$ cat src/rtl/velocity_update_ctrl.sv
// Per-cell velocity memory sequencer: streams particle velocities to the motion-update
// unit and writes the returned values back, sharing one memory port (write-back wins).
module velocity_update_ctrl #(
    parameter int DATA_WIDTH   = 96,
    parameter int PARTICLE_NUM = 220,
    parameter int ADDR_WIDTH   = 8
) (
    input  logic                  clk,
    input  logic                  rst,
    input  logic                  start,
    output logic                  busy,
    output logic                  done,
    output logic [ADDR_WIDTH-1:0] mem_address,
    output logic [DATA_WIDTH-1:0] mem_data,
    output logic                  mem_rden,
    output logic                  mem_wren,
    input  logic [DATA_WIDTH-1:0] mem_q,
    output logic [DATA_WIDTH-1:0] out_velocity,
    output logic [ADDR_WIDTH-1:0] out_id,
    output logic                  out_valid,
    input  logic                  out_ready,
    input  logic [DATA_WIDTH-1:0] in_velocity,
    input  logic [ADDR_WIDTH-1:0] in_id,
    input  logic                  in_valid
);

    typedef enum logic [2:0] {
        IDLE,
        CNT_RD,
        CNT_WAIT,
        RUN,
        DRAIN,
        FINISH
    } state_t;

    localparam logic [ADDR_WIDTH-1:0] N_MAX = ADDR_WIDTH'(PARTICLE_NUM - 1);

    state_t                state;
    state_t                state_next;
    logic [ADDR_WIDTH-1:0] n_count;
    logic [ADDR_WIDTH-1:0] n_capture;
    logic [ADDR_WIDTH-1:0] cnt_raw;
    logic [ADDR_WIDTH-1:0] rd_ptr;
    logic [ADDR_WIDTH-1:0] rd_addr;
    logic [ADDR_WIDTH-1:0] wr_cnt;
    logic [ADDR_WIDTH-1:0] wr_cnt_next;
    logic                  rd_pending;
    logic                  rd_fire;
    logic                  wb_fire;
    logic                  out_consume;

    // The stored count can exceed the memory depth; clamp it so reads stay in range.
    assign cnt_raw     = mem_q[ADDR_WIDTH-1:0];
    assign n_capture   = (cnt_raw > N_MAX) ? N_MAX : cnt_raw;
    assign out_consume = out_valid && out_ready;
    assign wb_fire     = in_valid && ((state == RUN) || (state == DRAIN));
    assign rd_fire     = (state == RUN) && (rd_ptr <= n_count) && !rd_pending &&
                         !in_valid && (!out_valid || out_consume);
    assign wr_cnt_next = wr_cnt + ADDR_WIDTH'(wb_fire);

    always_comb begin
        state_next  = state;
        mem_address = '0;
        mem_data    = '0;
        mem_rden    = 1'b0;
        mem_wren    = 1'b0;
        case (state)
            IDLE: begin
                if (start) state_next = CNT_RD;
            end
            CNT_RD: begin
                mem_rden   = 1'b1;
                state_next = CNT_WAIT;
            end
            CNT_WAIT: begin
                state_next = (n_capture == '0) ? FINISH : RUN;
            end
            RUN: begin
                if ((rd_ptr > n_count) && !rd_pending && !out_valid) state_next = DRAIN;
            end
            DRAIN: begin
                if (wr_cnt_next == n_count) state_next = FINISH;
            end
            FINISH: begin
                state_next = IDLE;
            end
            default: begin
                state_next = IDLE;
            end
        endcase
        if (wb_fire) begin
            mem_address = in_id;
            mem_data    = in_velocity;
            mem_wren    = 1'b1;
        end else if (rd_fire) begin
            mem_address = rd_ptr;
            mem_rden    = 1'b1;
        end
    end

    // Single outstanding read: the pending flag marks the cycle mem_q carries particle data.
    always_ff @(posedge clk) begin
        if (rst) begin
            state        <= IDLE;
            busy         <= 1'b0;
            done         <= 1'b0;
            n_count      <= '0;
            rd_ptr       <= '0;
            rd_addr      <= '0;
            wr_cnt       <= '0;
            rd_pending   <= 1'b0;
            out_velocity <= '0;
            out_id       <= '0;
            out_valid    <= 1'b0;
        end else begin
            state <= state_next;
            busy  <= (state_next != IDLE) && (state_next != FINISH);
            done  <= (state_next == FINISH);
            if (state == CNT_WAIT) begin
                n_count <= n_capture;
                rd_ptr  <= ADDR_WIDTH'(1);
                wr_cnt  <= '0;
            end else begin
                if (rd_fire) rd_ptr <= rd_ptr + 1'b1;
                wr_cnt <= wr_cnt_next;
            end
            rd_pending <= rd_fire;
            if (rd_fire) rd_addr <= rd_ptr;
            if (out_consume) out_valid <= 1'b0;
            if (rd_pending) begin
                out_velocity <= mem_q;
                out_id       <= rd_addr;
                out_valid    <= 1'b1;
            end
        end
    end

endmodule

$ cat config.mk
export PLATFORM = sky130hd
export DESIGN_NAME = velocity_update_ctrl
export DESIGN_NICKNAME = d
export VERILOG_FILES = /design/src/rtl/velocity_update_ctrl.sv
export SDC_FILE = /design/constraint.sdc
export NUM_CORES = 1
export LEC_CHECK = 0
export ABC_AREA = 1
export CORE_AREA = 8 8 158 160
export DETAILED_ROUTE_END_ITERATION = 7
export DIE_AREA = 0 0 166 168
export PLACE_DENSITY = 0.69
export SYNTH_ARGS = -nofsm -noshare
export SYNTH_HDL_FRONTEND = slang
export SYNTH_SLANG_ARGS = --single-unit
$ cat constraint.sdc
create_clock -name clk -period 2.7 [get_ports clk]
set_input_delay 0.405 -clock clk [delete_from_list [all_inputs] [get_ports clk]]
set_output_delay 0.405 -clock clk [all_outputs]
set_load 0.005 [all_outputs]
==> results of run 1 <==
## cells in the final DEF (no fill, tap or decap), drive strengths merged, types with 16 or more instances in the layout
| cell type | netlist | layout |
|---|---|---|
| nor2 | 325 | 325 |
| a21oi | 33 | 33 |
| clkbuf | 37 | 19 |
| nand2 | 103 | 103 |
| clkdlybuf4s50 | 0 | 392 |
| nand3 | 22 | 22 |
| dlymetal6s2s | 0 | 16 |
| dfxtp | 143 | 143 |
| inv | 143 | 149 |
| o21ai | 109 | 109 |
| buf | 13 | 28 |
## metal layers
metal	global-route usage, %	routed length, um	up-vias	part of all wire, %
met5	0	0	-	0
met1	20.09	10980	3364	39
met4	5.099	371	0	1.3
li1	-	-	3760	-
met3	7.764	2479	20	8.9
met2	33.76	14160	285	51
## registers in the layout (all words and copies together) (netlist names), 3 cells and up
name          count
n_count           8
rd_ptr            8
wr_cnt            8
state             3
out_id            8
rd_addr           8
out_velocity     96
## final timing paths
| kind | to | slack [ps] | depth (start not counted) |
|---|---|---|---|
| setup reg to reg | busy | 190 | 18 |
| setup / recovery | mem_address[5] | 80 | 14 |
| hold / removal | rd_addr[5] | 460 | 2 |
| hold reg to reg | rd_addr[5] | 460 | 2 |
## critical path, cell delays in order, from the launching register on
cell and delay [ps]:
dfxtp_2 350, inv_2 60, ha_4 270, nand2_1 50, inv_2 50, nand2_1 50
nand2_1 70, nand2_1 70, nand2_2 110, nand2_2 80, nand2_4 140, clkinv_8 110
nand2_4 80, nand2_1 50, dlygate4sd2_1 260
## what timing repair did
item | in CTS | in global routing
buffers inserted | 9 | 3
endpoints found under the setup margin | 9 | 110
gates resized for setup | 25 | 59
pin swaps | 4 | 7
gates cloned | 0 | 3
## power breakdown
group | switching, W | total [W] | internal (W)
registers | 0.0000329 | 0.00220 | 0.00217
logic | 0.000427 | 0.00102 | 0.000598
clock network | 0.000949 | 0.00225 | 0.00131
total | 0.00141 | 0.00548 | 0.00407
## Yosys cell counts
cell type,n
clkinv_1,1
o221ai_1,3
dfxtp_1,143
nor2_1,320
nor2_2,5
a21o_1,1
and2_1,1
ha_1,11
nand3_2,1
nand2_2,4
clkinv_2,1
a21oi_1,33
nand4_1,2
nor3_2,1
buf_2,10
inv_2,1
inv_1,142
o21ai_0,109
nor3_1,5
clkbuf_1,36
nand2_1,98
xnor3_1,1
xor2_1,5
nor4_1,1
buf_1,2
nand2_4,1
nand3_1,21
o32ai_1,2
buf_4,1
o21bai_1,1
clkbuf_4,1
## cells by family after synthesis
group | count (synthesis) | share of synthesized area [%]
XOR/XNOR | 6 | 1.036
flip-flops | 143 | 44.72
buffers and inverters | 195 | 11.77
AND/OR/NAND/NOR | 460 | 28.30
adder cells (fa/ha/maj) | 11 | 2.150
AO/OA/AOI/OAI | 149 | 12.02
## stage by stage
step	std cells	hold slack (ps)	area [sq um]	TNS, ps
finish	1678	463.9	11820	0
global route	1678	489.2	11820	-289.0
CTS	1673	466.8	11550	0
detailed placement	1632	457.1	10880	0
global placement	1632	453.6	10880	0
floorplan	964	444.5	6401	0
## layout make-up
type	instances	area share [%]
timing repair buffer	446	37.86
multi-input combinational	626	25.15
sequential	143	24.37
inverter	145	4.710
clock buffer	18	3.715
tap	285	3.017
clock inverter	14	1.111
timing repair inverter	1	0.07409
==> results_dict.tcl, run 1 <==
set metrics [dict create \
    pwr_density_cell_nw_per_um2 463.6 \
    hp-start "rd_addr[5]" \
    worstPathArrival_ps 2210 \
    rows 55 \
    cts_buffer_depth 2 \
    gp_congestion 0.8766 \
    max_freq_ghz 0.3817 \
    syn2layout_area_growth_pct 84.67 \
    dp_hpwl_um 20860 \
    port_buffers 417 \
    vias 7429 \
    rsz0062_at_grt "yes" \
    netlist.top_cell.by_area "dfxtp_1" \
    grt_pass1_wl_um 41920 \
    cts_hold_buf 0 \
    leakage_nw 5.691 \
    ant_nets 0 \
    path_clk_slew_ps 60 \
    final.period_utilization_pct 97.03 \
    reg2reg_from "n_count[7]" \
    cap_violations 0 \
    finalWirelength_um 27990 \
    slew_headroom_pct 30.16 \
    hold_class "register to register" \
    drc_errors 0 \
    finClkSkew_ps 10.13 \
    io_pins 418 \
    status "finished, final reports clean" \
    crit_path_end_kind "output port" \
    synthTopCellsByArea "dfxtp_1 45%, nor2_1 19%, o21ai_0 8.5%, inv_1 8.3%, nand2_1 5.7%" \
    drt_iter0_markers 491 \
    setup_viol 0 \
    synth_area_sq_um 6401 \
    synth_area_per_cell_sq_um 6.640 \
    ys_ff_latch 143 \
    coreArea_sq_um 22370 \
    dieArea_sq_um 27890 \
    worst_setup_path_start_kind "register" \
    yosysWarnings 0 \
    clk_latency_ps 410 \
    final_nets 1596 \
    cts_tree "yes" \
    antenna_cells 0 \
    grt_start_max_net_pins 113 \
    initial_core_util_pct 28.62 \
    ys_seq_area_share_pct 44.72 \
    multi_input_area_sq_um 2973 \
    crit_required_ps 2300 \
    hold_violations 0 \
    grt_overflow 0 \
    wl_per_cell_um 16.68 \
    place_ws_ps 57.06 \
    final_max_slew_viol_count 0 \
    antenna_found_initial 0 \
    cts_buffers 17 \
    drive_gt1_share_pct 8.758 \
    critPathKind "register to output port" \
    drt-pass1-iter-count 5 \
    tightest_slew_ps 1048 \
    final_util_pct 52.86 \
    min_period_ps 2620 \
    startpoint "n_count[3]" \
    syn-num-nets 1180 \
    power_w 0.005480 \
    cp_max_fo 5 \
    cts.sinks 143 \
    h-tree-depth 4 \
    fin_ws_ps 80.32 \
    ctsRootBufferMaster "clkbuf_16" \
    fillers 2082 \
    ir_worst_vdd_mv 0.4059 \
    regArea_sq_um 2880 \
    yosysTopAreaCellShare_pct 44.72 \
    synthDistinctLibCells 31 \
    grt_usage_pct 18.81 \
    fp.dieH_um 168 \
    fp.dieW_um 166 \
    vias_per_cell 4.427 \
    grt_pass1_vias 7349 \
    syn_inst 964 \
]
(Power assumes the default switching activity.)
==> run 2, diff against run 1 <==
--- a/config.mk
+++ b/config.mk
@@ -7,6 +7,7 @@
 export LEC_CHECK = 0
 export ABC_AREA = 1
 export CORE_AREA = 8 8 158 160
+export CTS_CLUSTER_SIZE = 28
 export DETAILED_ROUTE_END_ITERATION = 7
 export DIE_AREA = 0 0 166 168
 export PLACE_DENSITY = 0.69
==> results of run 2 <==
Same layout as run 1: the final DEF is identical, and so are final timing and power.
